## src/rtl/traffic_pkg.sv

```systemverilog
// traffic_pkg: light encodings, boolean constants and debounce state shared with the light controller
package traffic_pkg;
    localparam logic [1:0] RED    = 2'd0;
    localparam logic [1:0] YELLOW = 2'd1;
    localparam logic [1:0] GREEN  = 2'd2;
    localparam logic TRUE  = 1'b1;
    localparam logic FALSE = 1'b0;
    typedef enum logic {IDLE, PRESENT} deb_state_t;
endpackage

```

## src/rtl/sensor_debounce.sv

```systemverilog
// sensor_debounce: two-flop synchroniser plus run-length debounce FSM emitting a one-cycle arrive pulse
module sensor_debounce
    import traffic_pkg::*;
#(
    parameter int DEBOUNCE_CYC = 4
) (
    input  logic clk,
    input  logic clear,
    input  logic sensor_raw,
    output logic arrive
);
    localparam int RW = $clog2(DEBOUNCE_CYC);
    localparam logic [RW-1:0] RUN_LAST = RW'(DEBOUNCE_CYC - 1);
    logic s1, s, opp, done;
    logic [RW-1:0] run;
    deb_state_t state, state_nx;
    always_ff @(posedge clk or posedge clear) begin
        if (clear) begin
            s1 <= FALSE;
            s  <= FALSE;
        end else begin
            s1 <= sensor_raw;
            s  <= s1;
        end
    end
    always_comb begin
        opp  = (state == IDLE) ? s : !s;
        done = opp && (run == RUN_LAST);
    end
    always_ff @(posedge clk or posedge clear) begin
        if (clear) run <= '0;
        else       run <= (opp && !done) ? run + 1'b1 : '0;
    end
    always_ff @(posedge clk or posedge clear) begin
        if (clear) state <= IDLE;
        else       state <= state_nx;
    end
    always_comb begin
        state_nx = state;
        if (done) state_nx = (state == IDLE) ? PRESENT : IDLE;
    end
    always_comb begin
        arrive = done && (state == IDLE);
    end
endmodule

```

## src/rtl/car_sensor_conditioner.sv

```systemverilog
// car_sensor_conditioner: debounced car queue with green-light discharge and starvation-aware request x
module car_sensor_conditioner
    import traffic_pkg::*;
#(
    parameter int DEBOUNCE_CYC = 4,
    parameter int CNT_W        = 4,
    parameter int THRESH       = 2,
    parameter int MAX_WAIT     = 32,
    parameter int DEPART_CYC   = 3
) (
    input  logic             clk,
    input  logic             clear,
    input  logic             sensor_raw,
    input  logic [1:0]       EW,
    output logic             x,
    output logic [CNT_W-1:0] car_count,
    output logic             overflow
);
    localparam int DW = $clog2(DEPART_CYC + 1);
    localparam int WW = $clog2(MAX_WAIT + 1);
    localparam logic [DW-1:0]    DT_LAST = DW'(DEPART_CYC - 1);
    localparam logic [WW-1:0]    WT_MAX  = WW'(MAX_WAIT);
    localparam logic [CNT_W-1:0] THR     = CNT_W'(THRESH);
    localparam logic [CNT_W-1:0] CNT_MAX = '1;
    logic arrive, depart, green, busy;
    logic [DW-1:0] dt;
    logic [WW-1:0] wt;
    sensor_debounce #(.DEBOUNCE_CYC(DEBOUNCE_CYC)) u_deb (
        .clk        (clk),
        .clear      (clear),
        .sensor_raw (sensor_raw),
        .arrive     (arrive)
    );
    always_comb begin
        green  = (EW == GREEN);
        busy   = (car_count != '0);
        depart = green && busy && (dt == DT_LAST);
    end
    always_ff @(posedge clk or posedge clear) begin
        if (clear) dt <= '0;
        else       dt <= (green && busy && !depart) ? dt + 1'b1 : '0;
    end
    always_ff @(posedge clk or posedge clear) begin
        if (clear)              wt <= '0;
        else if (green || !busy) wt <= '0;
        else if (wt != WT_MAX)  wt <= wt + 1'b1;
    end
    always_ff @(posedge clk or posedge clear) begin
        if (clear) begin
            car_count <= '0;
            overflow  <= FALSE;
            x         <= FALSE;
        end else begin
            if (arrive && !depart) begin
                if (car_count == CNT_MAX) overflow <= TRUE;
                else car_count <= car_count + 1'b1;
            end else if (depart && !arrive) begin
                car_count <= car_count - 1'b1;
            end
            x <= (car_count >= THR) || (busy && (wt == WT_MAX));
        end
    end
endmodule
```

## config.mk

```make
export PLATFORM = sky130hd
export DESIGN_NAME = car_sensor_conditioner
export DESIGN_NICKNAME = d
export VERILOG_FILES = /design/src/rtl/traffic_pkg.sv /design/src/rtl/sensor_debounce.sv /design/src/rtl/car_sensor_conditioner.sv
export SDC_FILE = /design/constraint.sdc
export NUM_CORES = 1
export LEC_CHECK = 0
export ABC_AREA = 1
export BUFFER_PORTS_ARGS = -buffer_cell sky130_fd_sc_hd__buf_2
export CELL_PAD_IN_SITES_DETAIL_PLACEMENT = 1
export CELL_PAD_IN_SITES_GLOBAL_PLACEMENT = 2
export CORE_MARGIN = 4
export CORE_UTILIZATION = 30
export CTS_BUF_LIST = sky130_fd_sc_hd__clkbuf_16
export CTS_CLUSTER_SIZE = 8
export DETAILED_ROUTE_END_ITERATION = 10
export PLACE_DENSITY = 0.66
export SLEW_MARGIN = 20
export SYNTH_ARGS = -nofsm -noshare
export SYNTH_HDL_FRONTEND = slang
export SYNTH_HIERARCHICAL = 1
export SYNTH_SLANG_ARGS = --single-unit
```

## constraint.sdc

```tcl
create_clock -name clk -period 4.9 [get_ports clk]
set_input_delay 0.245 -clock clk [delete_from_list [all_inputs] [get_ports clk]]
set_output_delay 0.245 -clock clk [all_outputs]
set_load 0.02 [all_outputs]
```

==> impl_metrics.ini <==
[final_layout]
syn_to_final_growth_pct = 19.85
final_area_sq_mm = 0.001171
multiInputGateArea_sq_um = 426.7
nFillCells = 371
seq_area_sq_um = 475.5
n_antenna_cell = 0
nets = 136
fin_util_pct = 38.05
drive_above_1_share_pct = 20.33

[logic_synthesis]
synth_top_area_cell = dfrtp_1
synthArstFlopShare_pct = 100.0
synth_seq_cells = 19
yosys_warnings = 6
syn_avg_cell_area_sq_um = 9.048
synthFlopType = dfrtp_1
synthMostInstantiatedCell = dfrtp_1
synthDistinctLibCells = 22
synth_edf_count = 0
synthTopCellsByCount = 19 x dfrtp_1, 17 x inv_1, 15 x nand2_1
synthTopCellsByArea = dfrtp_1 49%, ha_1 7.7%, inv_1 6.5%
syn_inst = 108
synth_seq_area_share_pct = 48.66
syn_nets = 120
netlist_area_sq_um = 977.2
yosysTopAreaCellShare_pct = 48.66

[clock_tree]
clkTransAtPathRegs_ps = 60
clk_latency_ps = 250
cts_setup_buffers = 0
hold_buffers = 1
cts_buffers = 3
clock-sinks = 19
cts_root_buf = clkbuf_16
clock_tree.buffer_depth = 2
cts_tree = yes
ctsHtreeMaxLevel = 1
cts_resized = 0

[timing]
slew_headroom_pct = 60.74
drv_slew = 0
setup_viol = 0
clock.fmax_ghz = 0.4574
fin_ws_ps = 2714
tightest_slew_ps = 588.2
skew_ps = 3.513
min_period_over_period_pct = 44.62
hold_ws_ps = 101.9
setup-tns-final_ps = 0
hold_violations = 0
rsz0062_at_grt = false
min_period_ps = 2186

[global_route]
grt_pass1_vias = 839
antenna_found_initial = 0
grt_pass1_wl_mm = 3.767
grt_max_degree = 15
overflow = 0
grt_use_total_pct = 11.49

[worst_setup_path]
startpoint = u_deb/run[0]
crit_type = reg2reg
cp.required_ps = 5040
cp_max_fo = 5
worstPathArrival_ps = 2330
r2r-start = u_deb/run[0]
reg2reg_slack_ps = 2710
startpoint_type = register
cp-end-kind = register

[placement]
routabilityCongestion = 0.6813
io_buffers = 10
place_ws_ps = 2706
postPlaceCellArea_sq_mm = 0.001082
dp_hpwl_mm = 1.579

[route]
wl_per_cell_um = 12.11
vias_per_cell = 4.503
drcViolationCount = 0
dr.pass1.iters = 2
drt_iter0_drc = 20
wirelength_mm = 2.022
via_count = 752
antenna_left = 0

[power_and_ir_drop]
cellLeakagePower_nw = 0.5654
seqPwrFrac_pct = 38.8
p_clk_share_pct = 24.8
combPwrFrac_pct = 36.4
switching_power_w = 0.0002588
power_density_mw_per_mm2 = 568.9
switching_share_pct = 38.84
p_int_w = 0.0004074
vdd_ir_drop_max_mv = 0.2531

[floorplan]
num_rows = 20
die_height_um = 65.07
num_io_pins = 11
core_sq_mm = 0.003078
start_util_pct = 31.75
dieWidth_um = 65.07
die-area_sq_mm = 0.004234

[flow_run]
cap_violations = 0

[hold_path]
hp-class = in2reg
hp-start = sensor_raw

[run_status]
status = finished clean
-- power groups by stage --
stage	logic, W	clock network (W)	registers, W
floorplan	0.000159	0	0.000277
global placement	0.000239	0	0.000260
detailed placement	0.000247	0	0.000263
CTS	0.000249	0.000173	0.000260
global route	0.000282	0.000181	0.000271
finish	0.000242	0.000165	0.000258
-- placed cells by master, fill, tap and decap left out --
cell type,n
xor2_1,1
nand3_2,2
a21oi_2,1
nor2_2,3
ha_1,6
a21oi_1,4
buf_2,10
nand2_2,2
o211ai_1,1
nor3_1,3
nand3_1,6
o21bai_1,1
clkbuf_16,3
nand2_4,1
o21ai_1,5
dfrtp_1,19
fa_1,1
nand2_1,15
inv_2,3
dlygate4sd3_1,1
nor2_1,9
nand4_1,5
nand3b_1,1
inv_1,18
xnor2_1,2
-- registers in the layout, indices dropped and copies added, names as in the netlist --
signal and flops:
car_count 4, dt 2, overflow 1, u_deb/run 2, u_deb/s 1, u_deb/s1 1
u_deb/state 1, wt 6, x 1
-- kinds of logic (layout without fill, tap and decap cells) --
kind of cell	count (synthesis)	count (layout)	share of synthesized area [%]
and+or+nand+nor	47	47	24.20
buffers and inverters	20	35	7.682
DFF	19	19	48.66
AOI/OAI and AO/OA	12	12	7.043
adders and majority gates	7	7	9.731
xor gates and xnor gates	3	3	2.689
-- final timing paths --
kind                                end  cells past startpoint
setup / recovery           car_count[3]                     13
hold / removal                 u_deb/s1                      1
setup reg to reg           car_count[3]                     13
hold reg to reg                 u_deb/s                      0
max in group asynchronous         wt[1]                      3
min in group asynchronous      u_deb/s1                      3
-- layout make-up --
type                            instances  share of cell area (%)
Inverter                               20                   6.410
Timing Repair Buffer                   11                   5.128
Clock buffer                            3                   6.410
Multi-Input combinational cell         69                   36.43
Sequential cell                        19                   40.60
Tap cell                               44                   4.701
Clock inverter                          1                  0.3205
-- stage by stage --
stage                     std cells  total power, W
after floorplan                 108       0.0004364
after global placement          162       0.0004990
after detailed placement        162       0.0005098
after CTS                       167       0.0006820
after global routing            167       0.0007335
final                           167       0.0006662
-- metal layers --
layer / up-vias / GRT usage, % / share of wire (%)
met3: 2 / 1.560 / 1.8
met4: 0 / 4.663 / 0.94
met1: 372 / 14.61 / 46
met5: - / 0 / 0
li1: 374 / - / -
met2: 4 / 19.54 / 51
-- critical path: stages (launching register included) --
cell	delay [ps]
dfrtp_1	350
ha_1	210
inv_2	50
nor2_1	240
nand2_1	230
ha_1	380
nand2_1	90
nand2_1	50
nor2_1	170
inv_1	70
nand2_2	70
nand3_1	80
nand2_1	60
nand2_1	40
(Power assumes the default switching activity.)
